[src/rtl/axi_mem_slave_pkg.sv]
// Shared constants and FSM state types for the AXI memory slave.
// Optional byte-strobe writes are selected by AXI_MEM_WSTRB_EN (see axi_mem_slave.sv).
package axi_pkg;

   localparam int LEN_WIDTH  = 8;
   localparam int RESP_WIDTH = 2;

   localparam logic [RESP_WIDTH-1:0] RESP_OKAY   = 2'b00;
   localparam logic [RESP_WIDTH-1:0] RESP_SLVERR = 2'b10;

   typedef enum logic [1:0] {
      W_IDLE,
      W_DATA,
      W_RESP
   } wstate_e;

   typedef enum logic {
      R_IDLE,
      R_DATA
   } rstate_e;

endpackage

[src/rtl/axi_mem_slave_if.sv]
// AXI-style burst bus between a master and the memory slave (AW/W/B/AR/R channels).
interface axi_mem_slave_if #(
   parameter int ADDR_WIDTH = 8,
   parameter int DATA_WIDTH = 32,
   parameter int USER_WIDTH = 1
) ();
   import axi_pkg::*;

   localparam int STROBE_WIDTH = DATA_WIDTH / 8;

   logic [ADDR_WIDTH-1:0]   awaddr;
   logic [LEN_WIDTH-1:0]    awlen;
   logic                    awvalid;
   logic                    awready;

   logic [DATA_WIDTH-1:0]   wdata;
   logic [STROBE_WIDTH-1:0] wstrb;
   logic                    wlast;
   logic [USER_WIDTH-1:0]   wuser;
   logic                    wvalid;
   logic                    wready;

   logic [RESP_WIDTH-1:0]   bresp;
   logic [USER_WIDTH-1:0]   buser;
   logic                    bvalid;
   logic                    bready;

   logic [ADDR_WIDTH-1:0]   araddr;
   logic [LEN_WIDTH-1:0]    arlen;
   logic                    arvalid;
   logic                    arready;

   logic [DATA_WIDTH-1:0]   rdata;
   logic [RESP_WIDTH-1:0]   rresp;
   logic                    rlast;
   logic [USER_WIDTH-1:0]   ruser;
   logic                    rvalid;
   logic                    rready;

   modport slave (
      input  awaddr, awlen, awvalid,
      output awready,
      input  wdata, wstrb, wlast, wuser, wvalid,
      output wready,
      output bresp, buser, bvalid,
      input  bready,
      input  araddr, arlen, arvalid,
      output arready,
      output rdata, rresp, rlast, ruser, rvalid,
      input  rready
   );

   modport master (
      output awaddr, awlen, awvalid,
      input  awready,
      output wdata, wstrb, wlast, wuser, wvalid,
      input  wready,
      input  bresp, buser, bvalid,
      output bready,
      output araddr, arlen, arvalid,
      input  arready,
      input  rdata, rresp, rlast, ruser, rvalid,
      output rready
   );

endinterface

[src/rtl/axi_mem_ram.sv]
// Word-organised storage: byte-enable write port and registered read port.
// A read and write to the same word in one cycle return the old contents.
module axi_mem_ram #(
   parameter int IDX_W      = 6,
   parameter int DATA_WIDTH = 32
) (
   input  logic                    clk,
   input  logic                    we,
   input  logic [IDX_W-1:0]        widx,
   input  logic [DATA_WIDTH-1:0]   wdata,
   input  logic [DATA_WIDTH/8-1:0] wbe,
   input  logic                    re,
   input  logic [IDX_W-1:0]        ridx,
   output logic [DATA_WIDTH-1:0]   rdata
);

   localparam int NB = DATA_WIDTH / 8;

   logic [DATA_WIDTH-1:0] mem [2**IDX_W];

   always_ff @(posedge clk) begin
      if (we) begin
         for (int b = 0; b < NB; b++) begin
            if (wbe[b]) mem[widx][8*b +: 8] <= wdata[8*b +: 8];
         end
      end
      if (re) rdata <= mem[ridx];
   end

endmodule

[src/rtl/axi_mem_slave.sv]
// Burst memory slave with independent write (AW/W/B) and read (AR/R) FSMs.
// Define AXI_MEM_WSTRB_EN to honour wstrb; otherwise every beat writes the full word.
module axi_mem_slave
   import axi_pkg::*;
#(
   parameter int ADDR_WIDTH = 8,
   parameter int DATA_WIDTH = 32,
   parameter int USER_WIDTH = 1
) (
   input  logic            aclk,
   input  logic            aresetn,
   axi_mem_slave_if.slave  s
);

   localparam int STROBE_WIDTH = DATA_WIDTH / 8;
   localparam int OFF          = $clog2(STROBE_WIDTH);
   localparam int IDX_W        = ADDR_WIDTH - OFF;

   // Held low through reset so the address channels stay quiet until the first edge after release.
   logic rdy;

   always_ff @(posedge aclk or negedge aresetn) begin
      if (!aresetn) rdy <= 1'b0;
      else          rdy <= 1'b1;
   end

   // ---------------- write path ----------------
   wstate_e              w_state, w_state_nx;
   logic [IDX_W-1:0]     w_idx;
   logic [LEN_WIDTH-1:0] w_len, w_cnt;
   logic                 w_err;
   logic                 aw_hs, w_hs, b_hs, w_final;

   assign aw_hs   = s.awvalid & s.awready;
   assign w_hs    = s.wvalid & s.wready;
   assign b_hs    = s.bvalid & s.bready;
   assign w_final = (w_cnt == w_len);

   always_ff @(posedge aclk or negedge aresetn) begin
      if (!aresetn) w_state <= W_IDLE;
      else          w_state <= w_state_nx;
   end

   always_comb begin
      w_state_nx = w_state;
      s.awready  = 1'b0;
      s.wready   = 1'b0;
      s.bvalid   = 1'b0;
      case (w_state)
         W_IDLE: begin
            s.awready = rdy;
            if (aw_hs) w_state_nx = W_DATA;
         end
         W_DATA: begin
            s.wready = 1'b1;
            if (w_hs && w_final) w_state_nx = W_RESP;
         end
         W_RESP: begin
            s.bvalid = 1'b1;
            if (b_hs) w_state_nx = W_IDLE;
         end
         default: w_state_nx = W_IDLE;
      endcase
   end

   // wlast must appear exactly on the awlen-th beat; any other placement flags the burst.
   always_ff @(posedge aclk or negedge aresetn) begin
      if (!aresetn) begin
         w_idx <= '0;
         w_len <= '0;
         w_cnt <= '0;
         w_err <= 1'b0;
      end else if (aw_hs) begin
         w_idx <= s.awaddr[ADDR_WIDTH-1:OFF];
         w_len <= s.awlen;
         w_cnt <= '0;
         w_err <= 1'b0;
      end else if (w_hs) begin
         w_idx <= w_idx + IDX_W'(1);
         w_cnt <= w_cnt + LEN_WIDTH'(1);
         w_err <= w_err | (w_final ? ~s.wlast : s.wlast);
      end
   end

   assign s.bresp = (s.bvalid && w_err) ? RESP_SLVERR : RESP_OKAY;
   assign s.buser = {USER_WIDTH{1'b0}};

   logic [STROBE_WIDTH-1:0] wbe;
`ifdef AXI_MEM_WSTRB_EN
   assign wbe = s.wstrb;
`else
   assign wbe = '1;
`endif

   // ---------------- read path ----------------
   rstate_e              r_state, r_state_nx;
   logic [IDX_W-1:0]     r_idx;
   logic [LEN_WIDTH-1:0] r_len, r_cnt;
   logic                 ar_hs, r_hs, r_final, re;
   logic [IDX_W-1:0]     ridx;
   logic [DATA_WIDTH-1:0] ram_q;

   assign ar_hs   = s.arvalid & s.arready;
   assign r_hs    = s.rvalid & s.rready;
   assign r_final = (r_cnt == r_len);

   always_ff @(posedge aclk or negedge aresetn) begin
      if (!aresetn) r_state <= R_IDLE;
      else          r_state <= r_state_nx;
   end

   always_comb begin
      r_state_nx = r_state;
      s.arready  = 1'b0;
      s.rvalid   = 1'b0;
      case (r_state)
         R_IDLE: begin
            s.arready = rdy;
            if (ar_hs) r_state_nx = R_DATA;
         end
         R_DATA: begin
            s.rvalid = 1'b1;
            if (r_hs && r_final) r_state_nx = R_IDLE;
         end
         default: r_state_nx = R_IDLE;
      endcase
   end

   // r_idx always points at the word to fetch for the next beat, so an accepted beat
   // immediately launches the following read and the stream has no bubble.
   assign re   = ar_hs | (r_hs & ~r_final);
   assign ridx = ar_hs ? s.araddr[ADDR_WIDTH-1:OFF] : r_idx;

   always_ff @(posedge aclk or negedge aresetn) begin
      if (!aresetn) begin
         r_idx <= '0;
         r_len <= '0;
         r_cnt <= '0;
      end else if (ar_hs) begin
         r_idx <= s.araddr[ADDR_WIDTH-1:OFF] + IDX_W'(1);
         r_len <= s.arlen;
         r_cnt <= '0;
      end else if (r_hs && !r_final) begin
         r_idx <= r_idx + IDX_W'(1);
         r_cnt <= r_cnt + LEN_WIDTH'(1);
      end
   end

   assign s.rdata = s.rvalid ? ram_q : '0;
   assign s.rlast = s.rvalid & r_final;
   assign s.rresp = RESP_OKAY;
   assign s.ruser = {USER_WIDTH{1'b0}};

   axi_mem_ram #(
      .IDX_W      (IDX_W),
      .DATA_WIDTH (DATA_WIDTH)
   ) u_ram (
      .clk   (aclk),
      .we    (w_hs),
      .widx  (w_idx),
      .wdata (s.wdata),
      .wbe   (wbe),
      .re    (re),
      .ridx  (ridx),
      .rdata (ram_q)
   );

   logic unused_ok;
`ifdef AXI_MEM_WSTRB_EN
   assign unused_ok = ^{s.wuser, s.awaddr[OFF-1:0], s.araddr[OFF-1:0]};
`else
   assign unused_ok = ^{s.wuser, s.wstrb, s.awaddr[OFF-1:0], s.araddr[OFF-1:0]};
`endif

endmodule

[src/flat_wrapper.sv]
// flat-port wrapper written by rule: the top's interface ports become plain ports
module axi_mem_slave_flat import axi_pkg::*;
#(
   parameter int ADDR_WIDTH = 8,
   parameter int DATA_WIDTH = 32,
   parameter int USER_WIDTH = 1
)
  (aclk, aresetn, s_awaddr, s_awlen, s_awvalid, s_awready, s_wdata, s_wstrb, s_wlast, s_wuser, s_wvalid, s_wready, s_bresp, s_buser, s_bvalid, s_bready, s_araddr, s_arlen, s_arvalid, s_arready, s_rdata, s_rresp, s_rlast, s_ruser, s_rvalid, s_rready);
  axi_mem_slave_if #(.ADDR_WIDTH(ADDR_WIDTH), .DATA_WIDTH(DATA_WIDTH), .USER_WIDTH(USER_WIDTH)) s_i ();
  input  logic aclk;
  input  logic aresetn;
  input wire logic [$bits(s_i.awaddr)-1:0] s_awaddr;
  input wire logic [$bits(s_i.awlen)-1:0] s_awlen;
  input wire logic [$bits(s_i.awvalid)-1:0] s_awvalid;
  output wire logic [$bits(s_i.awready)-1:0] s_awready;
  input wire logic [$bits(s_i.wdata)-1:0] s_wdata;
  input wire logic [$bits(s_i.wstrb)-1:0] s_wstrb;
  input wire logic [$bits(s_i.wlast)-1:0] s_wlast;
  input wire logic [$bits(s_i.wuser)-1:0] s_wuser;
  input wire logic [$bits(s_i.wvalid)-1:0] s_wvalid;
  output wire logic [$bits(s_i.wready)-1:0] s_wready;
  output wire logic [$bits(s_i.bresp)-1:0] s_bresp;
  output wire logic [$bits(s_i.buser)-1:0] s_buser;
  output wire logic [$bits(s_i.bvalid)-1:0] s_bvalid;
  input wire logic [$bits(s_i.bready)-1:0] s_bready;
  input wire logic [$bits(s_i.araddr)-1:0] s_araddr;
  input wire logic [$bits(s_i.arlen)-1:0] s_arlen;
  input wire logic [$bits(s_i.arvalid)-1:0] s_arvalid;
  output wire logic [$bits(s_i.arready)-1:0] s_arready;
  output wire logic [$bits(s_i.rdata)-1:0] s_rdata;
  output wire logic [$bits(s_i.rresp)-1:0] s_rresp;
  output wire logic [$bits(s_i.rlast)-1:0] s_rlast;
  output wire logic [$bits(s_i.ruser)-1:0] s_ruser;
  output wire logic [$bits(s_i.rvalid)-1:0] s_rvalid;
  input wire logic [$bits(s_i.rready)-1:0] s_rready;
  assign s_i.awaddr = s_awaddr;
  assign s_i.awlen = s_awlen;
  assign s_i.awvalid = s_awvalid;
  assign s_awready = s_i.awready;
  assign s_i.wdata = s_wdata;
  assign s_i.wstrb = s_wstrb;
  assign s_i.wlast = s_wlast;
  assign s_i.wuser = s_wuser;
  assign s_i.wvalid = s_wvalid;
  assign s_wready = s_i.wready;
  assign s_bresp = s_i.bresp;
  assign s_buser = s_i.buser;
  assign s_bvalid = s_i.bvalid;
  assign s_i.bready = s_bready;
  assign s_i.araddr = s_araddr;
  assign s_i.arlen = s_arlen;
  assign s_i.arvalid = s_arvalid;
  assign s_arready = s_i.arready;
  assign s_rdata = s_i.rdata;
  assign s_rresp = s_i.rresp;
  assign s_rlast = s_i.rlast;
  assign s_ruser = s_i.ruser;
  assign s_rvalid = s_i.rvalid;
  assign s_i.rready = s_rready;
  axi_mem_slave #(.ADDR_WIDTH(ADDR_WIDTH), .DATA_WIDTH(DATA_WIDTH), .USER_WIDTH(USER_WIDTH)) u_core (.aclk(aclk), .aresetn(aresetn), .s(s_i));
endmodule
[config.mk]
export PLATFORM = sky130hd
export DESIGN_NAME = axi_mem_slave_flat
export DESIGN_NICKNAME = d
export VERILOG_FILES = /design/src/rtl/axi_mem_slave_pkg.sv /design/src/rtl/axi_mem_slave_if.sv /design/src/rtl/axi_mem_ram.sv /design/src/rtl/axi_mem_slave.sv /design/src/flat_wrapper.sv
export SDC_FILE = /design/constraint.sdc
export NUM_CORES = 2
export LEC_CHECK = 0
export ABC_CLOCK_PERIOD_IN_PS = 3700
export CORE_AREA = 2 2 654 461
export CTS_CLUSTER_SIZE = 24
export DETAILED_ROUTE_END_ITERATION = 7
export DIE_AREA = 0 0 656 463
export SETUP_SLACK_MARGIN = 0.15
export SYNTH_ARGS = -nofsm -noshare
export SYNTH_HDL_FRONTEND = slang
export SYNTH_SLANG_ARGS = --single-unit
[constraint.sdc]
create_clock -name aclk -period 3.7 [get_ports aclk]
set_clock_uncertainty 0.15 [all_clocks]
set_input_delay 0.74 -clock aclk [delete_from_list [all_inputs] [get_ports aclk]]
set_output_delay 0.74 -clock aclk [all_outputs]
set_load 0.02 [all_outputs]
After elaboration in Yosys (flattened, before gate mapping)

Memories as Yosys holds them, arrays and structs flattened. A register that Yosys moved wholly into a read port is not among the register bits.
Index checks and enable logic that the tools add are counted.
Widths: inputs -> output; s select.

RAM bits: 2,048
Output and inout bits: 44
Bits in read-only memories: 0
Input port bits: 77
Latch bits: 0
Memories kept: 1
Register bits: 49

Shift operators: 0
$mul: 0
Add/subtract/negate cells: 5
Bitwise gates (word level): 12
Mux-type cells: 28
Div/mod/pow operators: 0
Equality and inequality tests: 7
Reductions and logical operators: 9
Magnitude comparators: 0

Memory list:

| memory           | words | width | rd ports | clocked after memory_dff | wr ports | line              | RTL |
|---|---|---|---|---|---|---|---|
| u_core.u_ram.mem | 64    | 32    | 1        | 1                        | 1        | axi_mem_ram.sv:19 | `logic [DATA_WIDTH-1:0] mem [2**IDX_W];` |

Operators by type and width:

| operator            | number |
|---|---|
| $mux 32             | 1 |
| $mux 8              | 4 |
| $mux 6              | 5 |
| $add 6x1->6 const B | 3 |
| $add 8x1->8 const B | 2 |
| $eq 8x8->1          | 2 |
| $mux 1              | 12 |
| $mux 2              | 4 |
| $and 1x1->1         | 7 |
| $ne 2x1->1 const B  | 3 |
| $pmux 2 s3          | 1 |
| $logic_and 1x1->1   | 4 |
| $reduce_bool 2->1   | 2 |
| $not 1->1           | 3 |
| $reduce_and 3->1    | 1 |
| $eq 2x1->1 const B  | 1 |
| $eq 2x2->1 const B  | 1 |
| $logic_not 2->1     | 1 |
| $or 1x1->1          | 2 |
| $pmux 1 s2          | 1 |
| $logic_not 1->1     | 1 |

Longest topological paths before layout

Word-level depth: 6
Mapped depth: 13
Depth with buffers taken out: 8

Hierarchy

Synthesis repeated with hierarchy kept, for this count alone.

Cell total of the unflattened synthesis: 3,897
Area, all modules: 82,924.5 µm²

Modules (own cells, without submodules):

| module        | times used | sequential area each (µm²) | area each (µm²) | cells an instance |
|---|---|---|---|---|
| axi_mem_ram   | 1          | 62,459.9                   | 80,091.8        | 3,576 |
| axi_mem_slave | 1          | 1,226.2                    | 2,832.7         | 321 |

Worst setup path after synthesis

Ideal clock, no wire load.

Path type: register -> register
From: register u_core.w_state[1]
To: memory u_core.u_ram.mem[61][0] (enable)
Setup time: 421 ps
Data required time: 3,129 ps
Stages on the path, launching flop included: 7
Path slack: -35 ps
Arrival: 3,164 ps
Cells stage by stage: dfrtp_1 nor2b_1 and2_1 buf_1 clkbuf_1 nand3_1 nor2_1

Longest elaborated chain between the ends: 5

Ends and longest elaborated chain:

| what                         | line                | RTL |
|---|---|---|
| start: declaration           | axi_mem_slave.sv:28 | `wstate_e w_state, w_state_nx;` |
| start signal: assignment     | axi_mem_slave.sv:41 | `else w_state <= w_state_nx;` |
| $eq 2x1->1                   | axi_mem_slave.sv:49 | `case (w_state)` |
| $mux 1                       | axi_mem_slave.sv:49 |  |
| named net s_wready           | flat_wrapper.sv:21  | `output wire logic [$bits(s_i.wready)-1:0] s_wready;` |
| $and 1x1->1                  | axi_mem_slave.sv:35 | `assign w_hs = s.wvalid & s.wready;` |
| $mux 1                       | axi_mem_ram.sv:22   | `if (we) begin` |
| $mux 1 (implied by the code) | axi_mem_ram.sv:24   | `if (wbe[b]) mem[widx][8*b +: 8] <= wdata[8*b +: 8];` |
| end: declaration             | axi_mem_ram.sv:19   |  |

The timed path passes the listed nets, and every way through them passes these cells.

Worst setup path after layout

From: register u_core.r_state
To: register u_core.u_ram.rdata[15] (read register of u_core.u_ram.mem), data pin

Longest elaborated chain between the ends: 4

Ends and longest elaborated chain:

| what                     | line                 | RTL |
|---|---|---|
| start: declaration       | axi_mem_slave.sv:96  | `rstate_e r_state, r_state_nx;` |
| start signal: assignment | axi_mem_slave.sv:109 | `else r_state <= r_state_nx;` |
| $mux 1                   | axi_mem_slave.sv:116 | `case (r_state)` |
| $and 1x1->1              | axi_mem_slave.sv:104 | `assign r_hs = s.rvalid & s.rready;` |
| $and 1x1->1              | axi_mem_slave.sv:131 | `assign re = ar_hs \| (r_hs & ~r_final);` |
| $or 1x1->1               | axi_mem_slave.sv:131 |  |
| end: declaration         | axi_mem_ram.sv:14    | `output logic [DATA_WIDTH-1:0] rdata` |

Parallel ways exist; a longest one is shown, timed or not.
A chain may end at the register's enable or synchronous reset.

==> impl_metrics.yaml <==
synthesis:
  main_flop_type_after_synthesis: "edfxtp_1"
  synth_cells: 6024
  synth-async-reset-ratio_pct: 2.302
  synth.area.mux_share_pct: 4.337
  number_of_enable_flip_flop_cells_after_synthesis: 2080
  synth_seq_area_share_pct: 71.65
  dominant_combinational_cell_family_by_area_after_synthesis: "compound AO/OA/AOI/OAI gates"
  simple_logic_cell_fraction_of_the_synthesized_area_pct: 2.259
  compound_gate_portion_of_the_synthesized_area_pct: 15.67
  synth-xor-area-share_pct: 0.3843
  synthesis.area_um2: 88880
  synth_adder_area_share_pct: 0.05631
  synth-seq-cells: 2129
  count_of_different_cell_masters_after_synthesis: 55
  syn-mean-instance-area_um2: 14.75
  yosys.area.top_type: "edfxtp_1"
  netlist_top_cells_area: "edfxtp_1, a211oi_1, a2111oi_0"
  yosysWarningCount: 0
  synthDominantCellAreaShare_pct: 70.27
cells_and_area:
  finalNetCount: 6601
  drive_gt1_share_pct: 17.28
  layout-area-overhead-vs-synth_pct: 20.38
worst_setup_path:
  criticalPathCategory: "flop to flop"
  arrival_time_of_data_at_the_critical_path_endpoint_ps: 4050
  worst-path-max-fanout: 16
  setup.worst_path.start_class: "flop"
  worst_ep_required_time_ps: 4180
  end_kind: "flop"
timing:
  max_slew.worst_pin.slew_ps: 1341
  fin_crit_ps: 3575
  max_clock_freq_mhz: 279.8
  fin_hold_ws_ps: 31.32
  slew_viol_final: 0
  post-route-period-util_pct: 96.61
  setup-tns-final_ps: 0
  hold_viol: 0
  slew-limit-headroom_pct: 10.63
  final_count_of_negative_setup_slack_endpoints: 0
  grt_setup_unrepaired: "true"
die:
  dieWidth_um: 656
  rows: 168
  initial_cell_density_of_the_core_pct: 29.86
  floorplan.die_area_um2: 303700
  die_y_um: 463
  placeableCoreArea_um2: 297600
  io-pin-count: 121
power:
  cell_internal_pwr_mw: 47.89
  cellLeakagePower_nw: 36.06
  pwr-share-comb_pct: 31.3
  power_frac_clock_pct: 28.6
  p_switching_mw: 24.16
  vdd.ir_drop.worst_v: 0.0004061
  p_seq_share_pct: 40.0
  p_per_area_nw_per_um2: 673.3
  power_switching_share_pct: 33.53
  power_mw: 72.04
routing:
  wl_met1_um: 124400
  ant_nets: 0
  wire_length_after_detailed_routing_um: 275100
  drt_iter0_drc: 7701
  detail_route.first_pass.iterations: 8
  route.detailed.wl_per_inst_um: 25.77
  route.detailed.vias_per_inst: 5.432
  top_layer: "met5"
  met3_length_um: 25990
  met2RoutedLength_um: 117700
  vias: 57996
  post-route-drc-count: 6
grt:
  initial_antenna_violation_count: 31
  grt_first_pass_wirelength_um: 398000
  grt_max_degree: 99
  grt_use_total_pct: 17.47
  grt.overflow.total: 0
  grt_pass1_vias: 56187
run_status:
  failed_checks: "design-rule violations"
  run_status: "finished with violations"
placed_design:
  place_congestion: 0.8520
  detailedPlacementHpwl_um: 173900
  port-buffer-count: 106
clock_tree:
  numClockSinks: 2129
  cts_buffer_depth: 4
  cts_inserted_buffers: 209
  cts-htree-levels: 4
  clock_tree.root_cell: "clkbuf_16"
  worst_skew_late_latency_ps: 910
  tritoncts: "yes"
  cts.clk_slew.worst_paths_ps: 60
min_path:
  hold_path.class: "input port to flop"
flow_run:
  cap_violations: 0
-- worst max-delay path: stages (launching register included) --
cell and delay [ps]:
dfrtp_2 450, nand3b_1 240, buf_12 190, a21oi_2 270, inv_8 100, buf_4 240
buf_4 190, buf_4 160, a2111oi_0 800, a2111oi_0 170, buf_4 190, o2111ai_1 100
nor3_1 70
-- power by group through the flow --
stage / sequential, mW / clock, mW / combinational [mW]
after global routing: 28.9 / 21.8 / 23.9
final: 28.9 / 20.6 / 22.6
after global placement: 29.3 / 0 / 21.9
after floorplan: 28.5 / 0 / 11.6
after CTS: 28.8 / 21.0 / 22.4
after detailed placement: 29.4 / 0 / 22.2
-- registers in the layout, summed over array words and instances (netlist names) --
name                count
u_core.u_ram.rdata     32
u_core.w_cnt            8
u_core.w_len            8
u_core.w_state          2
u_core.r_len            8
u_core.r_idx            6
u_core.u_ram.mem     2048
u_core.w_err            1
u_core.w_idx            6
u_core.rdy              1
u_core.r_state          1
u_core.r_cnt            8
-- worst paths after layout --
| check | startpoint | slack (ps) | depth (start not counted) | end |
|---|---|---|---|---|
| max in group asynchronous | aresetn | 2280 | 3 | u_core.rdy$_DFF_PN0_ |
| min in group asynchronous | aresetn | 360 | 2 | u_core.r_idx[3]$_DFFE_PN0P_ |
| min reg2reg | u_core.r_len[1]$_DFFE_PN0N_ | 350 | 2 | u_core.r_len[1]$_DFFE_PN0N_ |
| min | s_wdata[7] | 30 | 1 | u_core.u_ram.mem[61][7]$_DFFE_PP_ |
| max | u_core.r_state$_DFF_PN0_ | 130 | 12 | u_core.u_ram.rdata[15]$_DFFE_PP_ |
| max reg2reg | u_core.r_state$_DFF_PN0_ | 130 | 12 | u_core.u_ram.rdata[15]$_DFFE_PP_ |
-- area by class of cell --
type	count	area [um^2]
fillers	28139	190700
flip-flops and latches	2129	63700
multi-input cells	2646	20960
repair buffers	831	8252
clock buffers	251	5461
well taps	3995	4999
inverters	703	2659
clock inverters	111	939.7
diodes	11	27.53
-- per-layer routing --
metal  vias to the layer above  global-route usage (%)
li1                      25015                       -
met1                     29672                   26.35
met2                      2908                   25.46
met3                       387                   3.380
met4                        14                   4.647
met5                         -                       0
-- synthesized netlist by cell type (all sizes together) (35+ instances only) --
library cell  number
and2              35
a2111oi          508
nor2              96
o2111ai           63
clkbuf           420
inv              703
edfxtp          2080
buf              130
a211oi          1017
nand4             43
mux2i            367
o21ai            169
nand2            126
dfrtp             49
-- stage by stage --
step           setup slack [ps]  utilization [%]  cells  area, um^2
2_1_floorplan            -35.49                -   6028       88900
3_3_place_gp              -1512            33.73  10299      100400
3_5_place_dp             -997.4            33.73  10300      100400
4_1_cts                   120.4            35.91  10666      106900
5_1_grt                   59.17            35.94  10666      107000
6_report                  125.4            35.95  10677      107000
-- cells by family after synthesis --
| logic type | Yosys count |
|---|---|
| adders and majority gates | 4 |
| xor gates and xnor gates | 39 |
| muxes | 382 |
| other | 2 |
| AOI/OAI and AO/OA | 1812 |
| buffers and inverters | 1253 |
| DFF | 2129 |
| and+or+nand+nor | 403 |
-- layout by cell type (no fill, tap or decap), types with 6 or more instances in the layout --
cell	n
edfxtp_1	2080
a211oi_1	1017
inv_1	700
buf_4	571
a2111oi_0	476
mux2i_1	358
clkbuf_16	212
o21ai_0	167
buf_12	149
nand2_1	126
clkdlybuf4s50_1	71
nor2_4	68
o2111ai_1	62
clkinv_1	52
dfrtp_1	45
nand4_1	43
clkbuf_1	38
and2_1	35
buf_2	34
a32oi_1	33
xor2_1	33
nor3_1	31
clkinv_2	29
nor2_1	26
a2111oi_1	25
mux2_2	15
bufinv_16	15
nand3_1	13
diode_2	11
mux2i_4	9
nand4b_1	9
nor4bb_1	8
nor4_1	7
a2111oi_2	7
a21oi_1	7
clkinvlp_4	7
and3_1	6
xnor2_1	6
conb_1	6
-- repair_timing --
item,in CTS,in global routing
pin swaps,2,1
hold buffers,1,0
setup buffers,2,0
gates cloned,1,0
gates resized for setup,11,34
endpoints found under the hold margin,23,0
endpoints found under the setup margin,20,20
No activity file was read; power rests on OpenSTA's default activity.
